==> config.mk <==
export PLATFORM = sky130hd
export DESIGN_NAME = fetch_queue
export DESIGN_NICKNAME = d
export VERILOG_FILES = /design/src/rtl/fetch_queue.sv
export SDC_FILE = /design/constraint.sdc
export NUM_CORES = 1
export LEC_CHECK = 0
export ABC_AREA = 1
export BUFFER_PORTS_ARGS = -buffer_cell sky130_fd_sc_hd__buf_4
export CAP_MARGIN = 20
export CORE_MARGIN = 2
export CORE_UTILIZATION = 30
export DETAILED_ROUTE_END_ITERATION = 16
export PLACE_DENSITY = 0.55
export SETUP_SLACK_MARGIN = 0.4
export SLEW_MARGIN = 20
export SYNTH_ARGS = -nofsm -noshare
export SYNTH_HDL_FRONTEND = slang
export SYNTH_SLANG_ARGS = --single-unit
==> constraint.sdc <==
create_clock -name CLK -period 8.8 [get_ports CLK]
set_clock_uncertainty 0.05 [all_clocks]
set_input_delay 1.76 -clock CLK [delete_from_list [all_inputs] [get_ports CLK]]
set_output_delay 1.76 -clock CLK [all_outputs]
set_load 0.1 [all_outputs]
==> src/rtl/fetch_queue.sv <==
// Instruction fetch unit: issues memory requests over a req/gnt/rvalid handshake and
// buffers responses with their PCs in an in-order prefetch queue, flushing on redirect.
module fetch_queue #(
    parameter int                 ADDR_W   = 32,
    parameter int                 DATA_W   = 32,
    parameter int                 DEPTH    = 4,
    parameter logic [ADDR_W-1:0]  RESET_PC = '0
) (
    input  logic                      CLK,
    input  logic                      Reset,
    output logic [ADDR_W-1:0]         Instr_Addr,
    output logic                      imem_req,
    input  logic                      imem_gnt,
    input  logic                      imem_rvalid,
    input  logic [DATA_W-1:0]         imem_rdata,
    input  logic                      redirect,
    input  logic [ADDR_W-1:0]         redirect_pc,
    output logic                      instr_valid,
    output logic [DATA_W-1:0]         instr,
    output logic [ADDR_W-1:0]         instr_pc,
    input  logic                      instr_ready,
    output logic [$clog2(DEPTH):0]    occupancy
);

    localparam int IDX_W = $clog2(DEPTH);
    localparam int PTR_W = IDX_W + 1;

    logic [ADDR_W-1:0] pc_q;
    logic [ADDR_W-1:0] resp_pc_q;     // PC of the next response that will be kept
    logic [PTR_W-1:0]  wr_ptr_q;
    logic [PTR_W-1:0]  rd_ptr_q;
    logic [PTR_W-1:0]  inflight_q;
    logic [PTR_W-1:0]  discard_q;
    logic [PTR_W-1:0]  inflight_d;
    logic [PTR_W:0]    committed;
    logic [ADDR_W-1:0] redirect_aligned;

    logic [DATA_W-1:0] mem_instr [DEPTH];
    logic [ADDR_W-1:0] mem_pc    [DEPTH];

    logic fire;
    logic keep;
    logic pop;

    assign redirect_aligned = redirect_pc & ~ADDR_W'(3);

    assign occupancy   = wr_ptr_q - rd_ptr_q;
    assign instr_valid = (wr_ptr_q != rd_ptr_q);
    assign instr       = instr_valid ? mem_instr[rd_ptr_q[IDX_W-1:0]] : '0;
    assign instr_pc    = instr_valid ? mem_pc[rd_ptr_q[IDX_W-1:0]]    : '0;

    // Queued entries plus outstanding requests never exceed DEPTH, so overflow cannot occur.
    assign committed  = {1'b0, occupancy} + {1'b0, inflight_q};
    assign imem_req   = Reset & ~redirect & (committed < (PTR_W+1)'(DEPTH));
    assign Instr_Addr = pc_q;

    assign fire = imem_req & imem_gnt;
    assign keep = imem_rvalid & (discard_q == '0) & ~redirect;
    assign pop  = instr_valid & instr_ready & ~redirect;

    always_comb begin
        inflight_d = inflight_q;
        if (fire && !imem_rvalid)
            inflight_d = inflight_q + PTR_W'(1);
        else if (!fire && imem_rvalid)
            inflight_d = inflight_q - PTR_W'(1);
    end

    // NOTE: all sequential state uses non-blocking assignments so every register samples pre-edge values.
    always_ff @(posedge CLK) begin
        if (!Reset) begin
            pc_q       <= RESET_PC;
            resp_pc_q  <= RESET_PC;
            wr_ptr_q   <= '0;
            rd_ptr_q   <= '0;
            inflight_q <= '0;
            discard_q  <= '0;
        end else begin
            inflight_q <= inflight_d;
            if (redirect) begin
                // Everything still outstanding belongs to the abandoned stream.
                pc_q      <= redirect_aligned;
                resp_pc_q <= redirect_aligned;
                rd_ptr_q  <= wr_ptr_q;
                discard_q <= inflight_d;
            end else begin
                if (fire)
                    pc_q <= pc_q + ADDR_W'(4);
                if (keep) begin
                    wr_ptr_q  <= wr_ptr_q + PTR_W'(1);
                    resp_pc_q <= resp_pc_q + ADDR_W'(4);
                end
                if (pop)
                    rd_ptr_q <= rd_ptr_q + PTR_W'(1);
                if (imem_rvalid && discard_q != '0)
                    discard_q <= discard_q - PTR_W'(1);
            end
        end
    end

    // NOTE: the storage array is not reset; the pointers alone decide which entries are valid.
    always_ff @(posedge CLK) begin
        if (keep) begin
            mem_instr[wr_ptr_q[IDX_W-1:0]] <= imem_rdata;
            mem_pc[wr_ptr_q[IDX_W-1:0]]    <= resp_pc_q;
        end
    end

    always_ff @(posedge CLK) begin
        if (Reset) begin
            assert (!(imem_rvalid && inflight_q == '0));
            assert (!(keep && !pop && occupancy == PTR_W'(DEPTH)));
        end
    end

endmodule

==> results.txt, run 1 <==
status: completed
First-pass DRT Iterations: 5
Chip Height: 224 um
fill count: 4812
DIE WIDTH: 224 um
core footprint: 47700 um2
max-slew violations: 0
layout cell share with drive strength beyond 1: 16.2%
drt drc: 0
root buffer selected by CTS: clkbuf_16
actual slew at the worst max-slew pin: 1030 ps
Net Sw Frac: 38.7%
Ports: 171
Post-CTS Resized: 0
share of Yosys cell area claimed by the top area cell type: 51.2%
Num CTS Buffers: 37
Leakage Power: 0.00657 uW
ranking of synthesized cells by area: edfxtp_1 51%, dfxtp_1 10%, nor2_1 8.3%
Worst Path Arrival: 3210 ps
CTS tree: done
hpwl dp: 24.4 mm
sequential share of the synthesized area: 61.4%
switching power of the nets: 1810 uW
placed cell count: 2239
synthesized area: 14500 um2
clk slew on worst S/H paths: 60 ps
Synth cell types: 45
Overflow after GRT: 0
antenna-violating nets left: 0
final hold vios: 0
setup TNS: 0 ps
Post-Route WL: 39.8 mm
total track usage: 15.7%
pin count of the biggest net entering global routing: 95
Avg Synthesized Cell Area: 9.57 um2
Initial Utilization: 30.4%
Final Cycle Share: 57.0%
Slew HR: 31.4%
H-Tree Depth: 2
combinational fraction of design power: 29.7%
Hold Path Class: flip-flop to flip-flop
Clock Path Buffers: 3
fmax: 199 MHz
Peak VDD IR: 0.000112 V
Post-Synthesis Cells: 1519
vias per cell: 4.78
# hold bufs at CTS: 0
clock latency on the worst-skew pair: 550 ps
Setup crit start kind: flip-flop
clock sinks: 322
num rows: 80
CP Max Fanout: 94
area grow syn2layout: 20.6%
most frequent cells in the layout: 316 x nor2_1, 248 x edfxtp_1, 229 x nand2_1, 175 x buf_4, 166 x o21ai_0
cell area after layout: 17500 um2
Pwr Density: 267 nW/um2
setup bufs post-CTS: 0
routability cong.: 0.884
vias in the first global route: 10700
Placed Area: 16300 um2
Nets: 1749
final cell count without fillers: 2306
Period minus WS final: 5020 ps
Internal: 2860 uW
I/O Buffers: 164
area leader, netlist: edfxtp_1
Max Cap Viol: 0
via count: 11000
RSZ-0062 raised after global routing: no
antenna cells: 0
Clock power frac: 32.6%
critical path endpoint category: primary output
die footprint: 50200 um2
antenna violations before repair: 0
Initial DRC Count: 747
first-pass GRT wire length: 61.1 mm
flops & latches, synth: 322
data required time at the worst endpoint: 6990 ps
Sequential Power Share: 37.7%
wire length per cell: 17.3 um
Setup CP Type: flip-flop to primary output
most common cell after layout, fill and taps aside: nor2_1
synth warn: 0
endpoints failing setup: 0
worst paths after layout:
path                 from       endpoint  slack, ps  cells past startpoint
max             flip-flop   instr_pc[26]       3780                      5
min           rd_ptr_q[2]    rd_ptr_q[2]        480                      2
max reg2reg  discard_q[0]  mem_pc[0][24]       5530                      7
min reg2reg   rd_ptr_q[2]    rd_ptr_q[2]        480                      2
power groups by stage:
stage          combinational [uW]  clock, uW  sequential, uW
2_1_floorplan                1020          0            1830
3_3_place_gp                 1390          0            1790
3_5_place_dp                 1400          0            1800
4_1_cts                      1400       1570            1760
5_1_grt                      1460       1630            1770
6_report                     1390       1520            1760
worst max-delay path, cell delays in order (launching register included):
cell     delay, ps
dfxtp_4        480
inv_2          460
buf_4          790
o21ai_0        200
a21oi_1        330
buf_4          360
kinds of logic (layout without fill, tap and decap cells):
logic type                 Yosys count  in the layout  share of synthesized area (%)
AOI/OAI and AO/OA                  310            310                           11.1
DFF                                322            322                           61.4
adders and majority gates           16             16                           1.43
other                                1              4                         0.0258
and+or+nand+nor                    650            650                           18.5
buffers and inverters              183            352                           5.23
xor gates and xnor gates            37             37                           2.23
stage by stage:
step / hold WS [ps] / utilization [%] / setup slack, ps / power [uW]
after global placement: 457 / 34.2 / 4080 / 3180
after detailed placement: 477 / 34.2 / 4040 / 3190
after CTS: 477 / 36.7 / 3600 / 4730
final: 476 / 36.7 / 3780 / 4680
after global routing: 506 / 36.7 / 3480 / 4860
after floorplan: 442 / - / 2560 / 2850
cell usage after synthesis, drive strengths merged:
| cell type | instances |
|---|---|
| nor2 | 328 |
| edfxtp | 248 |
| nand2 | 234 |
| o21ai | 168 |
| a21oi | 113 |
| inv | 109 |
| dfxtp | 74 |
| nand3 | 46 |
| clkbuf | 45 |
| xor2 | 32 |
| buf | 28 |
| nor3 | 27 |
| a31oi | 18 |
| ha | 15 |
| nand4 | 6 |
| nand3b | 5 |
| xnor2 | 5 |
| o211ai | 3 |
| o221ai | 3 |
| nor4 | 2 |
| a211oi | 1 |
| a21boi | 1 |
| a21o | 1 |
| a221oi | 1 |
| clkinv | 1 |
| conb | 1 |
| fa | 1 |
| nor3b | 1 |
| o21ba | 1 |
| or2 | 1 |
state kept, by name, indices dropped and copies added (netlist names), named ones only:
name,flops
mem_pc,120
discard_q,3
inflight_q,3
resp_pc_q,30
Instr_Addr,30
wr_ptr_q,3
mem_instr,128
rd_ptr_q,3
cell type report:
cell class | count | area (um2) | area share (%)
Sequential cell | 322 | 8930 | 51.0
Multi-Input combinational cell | 1017 | 4890 | 27.9
Timing Repair Buffer | 175 | 1310 | 7.49
Clock buffer | 50 | 1040 | 5.92
Tap cell | 615 | 769 | 4.39
Inverter | 110 | 422 | 2.41
Clock inverter | 17 | 168 | 0.956
layer usage:
metal | routed length, um | share of wire (%) | track usage (%) | vias up
met5 | 0 | 0 | 0 | -
met4 | 836 | 2.1 | 4.45 | 0
met3 | 2450 | 6.2 | 3.12 | 56
met2 | 18300 | 46 | 25.7 | 341
met1 | 18200 | 46 | 21.2 | 5207
li1 | - | - | - | 5412
Note: power is estimated with default switching activity, not from simulation.
==> inputs of run 2 (changes only) <==
--- a/config.mk
+++ b/config.mk
@@ -11,7 +11,7 @@
 export CORE_MARGIN = 2
 export CORE_UTILIZATION = 30
 export DETAILED_ROUTE_END_ITERATION = 16
-export PLACE_DENSITY = 0.55
+export PLACE_DENSITY = 0.56
 export SETUP_SLACK_MARGIN = 0.4
 export SLEW_MARGIN = 20
 export SYNTH_ARGS = -nofsm -noshare
==> constraint.sdc (replaced) <==
create_clock -name CLK -period 4.6 [get_ports CLK]
set_clock_uncertainty 0.05 [all_clocks]
set_input_delay 0.92 -clock CLK [delete_from_list [all_inputs] [get_ports CLK]]
set_output_delay 0.92 -clock CLK [all_outputs]
set_load 0.1 [all_outputs]
==> run 2 against run 1 <==
  * Wire length decreased by 0.53%
  * Die area did not move
  * Utilization increased by 0.79 points
  * Combinational power increased by 99%
  * Largest cell class unchanged
  * Global-route usage increased by 0.052 points
  * Count of clock-buffer cells in the layout down 6
  * Critical endpoint is now instr[10]
  * Highest routed layer unchanged
==> results.txt, run 2 (same netlist as run 1, synthesis figures left out) <==
most frequent cells in the layout: 315 x nor2_1, 248 x edfxtp_1, 229 x nand2_1, 169 x buf_4, 166 x o21ai_0
vias in the first global route: 10800 (+0.88%)
Hold Path Class: flip-flop to flip-flop
CP Max Fanout: 33 (-65%)
core footprint: 47700 um2 (unchanged)
Hold WS: 485 ps (+8.57 ps)
CTS tree: done
Net Sw Frac: 38.5% (-0.27 points)
status: completed
Nets: 1752 (+0.17%)
H-Tree Depth: 2 (unchanged)
# hold bufs at CTS: 0 (unchanged)
I/O Buffers: 164 (unchanged)
first-pass GRT wire length: 61.4 mm (+0.49%)
Initial DRC Count: 685 (-8.3%)
Post-CTS Resized: 1 (+1)
clock sinks: 322 (unchanged)
die footprint: 50200 um2 (unchanged)
final hold vios: 0 (unchanged)
Worst R2R Start: wr_ptr_q[0]
num rows: 80 (unchanged)
hpwl dp: 25.3 mm (+3.5%)
Chip Height: 224 um (unchanged)
layout cell share with drive strength beyond 1: 20.1% (+3.9 points)
most common cell after layout, fill and taps aside: nor2_1
Clock Path Buffers: 3 (unchanged)
endpoints failing setup: 0 (unchanged)
max reg flops: 128 (unchanged)
clk slew on worst S/H paths: 60 ps (about the same)
Clock power frac: 32.4% (-0.2 points)
antenna-violating nets left: 0 (unchanged)
Peak VDD IR: 0.000208 V (+85%)
worst setup path start: wr_ptr_q[0]
data required time at the worst endpoint: 3630 ps (-3360 ps)
WHS Path Cells: 2 (unchanged)
antenna cells: 0 (unchanged)
DIE WIDTH: 224 um (unchanged)
Setup CP Type: flip-flop to primary output
Worst Path Arrival: 2960 ps (-250 ps)
total track usage: 15.8% (+0.052 points)
Period minus WS final: 3930 ps
Ports: 171 (unchanged)
RSZ-0062 raised after global routing: no
Overflow after GRT: 0 (unchanged)
clock latency on the worst-skew pair: 540 ps (about the same)
root buffer selected by CTS: clkbuf_16
fmax: 254 MHz
combinational fraction of design power: 30.4% (+0.7 points)
min-delay src: discard_q[2]
vias per cell: 4.79 (+0.36%)
Placed Area: 16700 um2 (+2.2%)
routability cong.: 0.870 (-1.6%)
Setup crit start kind: flip-flop
Pwr Density: 507 nW/um2 (+90%)
Internal: 5580 uW (+95%)
wire length per cell: 17.2 um (-0.61%)
via count: 11100 (+0.44%)
Initial Utilization: 30.4% (unchanged)
Num CTS Buffers: 37 (unchanged)
Post-Route WL: 39.6 mm (-0.53%)
Final Cycle Share: 85.5%
actual slew at the worst max-slew pin: 996 ps (-33.0 ps)
pin count of the biggest net entering global routing: 73 (-23%)
Max Cap Viol: 0 (unchanged)
switching power of the nets: 3490 uW (+93%)
Leakage Power: 0.00663 uW (+1.0%)
setup bufs post-CTS: 0 (unchanged)
drt drc: 0 (unchanged)
First-pass DRT Iterations: 6 (+1)
DP Worst Slack: 947 ps (-3100 ps)
reg2reg path depth: 15 (+8)
Sequential Power Share: 37.3% (-0.4 points)
max-slew violations: 0 (unchanged)
antenna violations before repair: 0 (unchanged)
setup ws final: 668 ps (-3120 ps)
critical path endpoint category: primary output
Slew HR: 33.5% (+2.1 points)
area grow syn2layout: 23.2%
cell area after layout: 17900 um2 (+2.2%)
[run 2: final timing paths]
check	endpoint	slack [ps]
worst max register to register	Instr_Addr[11]	1540
worst min register to register	discard_q[2]	480
worst max-delay path	instr[10]	670
worst min-delay path	discard_q[2]	480
[run 2: stage by stage]
step | total power [uW] | instances | utilization (%) | setup TNS, ps
5_1_grt | 9450 | 2308 | 37.5 | 0
3_3_place_gp | 6210 | 2242 | 35.0 | 0
6_report | 9070 | 2308 | 37.5 | 0
4_1_cts | 9190 | 2308 | 37.5 | 0
3_5_place_dp | 6230 | 2242 | 35.0 | 0
2_1_floorplan | 5560 | 1522 | - | -3600
[run 2: layout make-up]
| type | count | area [um2] |
|---|---|---|
| Fill cell | 4770 | 29800 |
| Sequential cell | 322 | 8930 |
| Multi-Input combinational cell | 1017 | 5130 |
| Timing Repair Buffer | 178 | 1440 |
| Clock buffer | 44 | 983 |
| Tap cell | 615 | 769 |
| Inverter | 110 | 422 |
| Clock inverter | 22 | 231 |
[run 2: per-layer routing]
metal	up-vias	global-route usage (%)	wire, um
met3	49	3.20	2800
met5	-	0	0
li1	5427	-	-
met2	359	25.7	18300
met4	0	4.17	742
met1	5230	21.4	17800
[run 2: power groups by stage]
stage	Sequential (uW)	Clock, uW	Combinational, uW
2_1_floorplan	3510	0	2050
3_3_place_gp	3440	0	2770
3_5_place_dp	3440	0	2790
4_1_cts	3380	3020	2790
5_1_grt	3400	3130	2910
6_report	3380	2940	2760
[run 2: worst max-delay path, cell delays in order (launching register included)]
cell and delay, ps:
dfxtp_1 380, inv_1 120, ha_1 340, nand3_1 150, clkinv_2 70, buf_4 490
buf_6 480, a21oi_2 90, buf_4 260
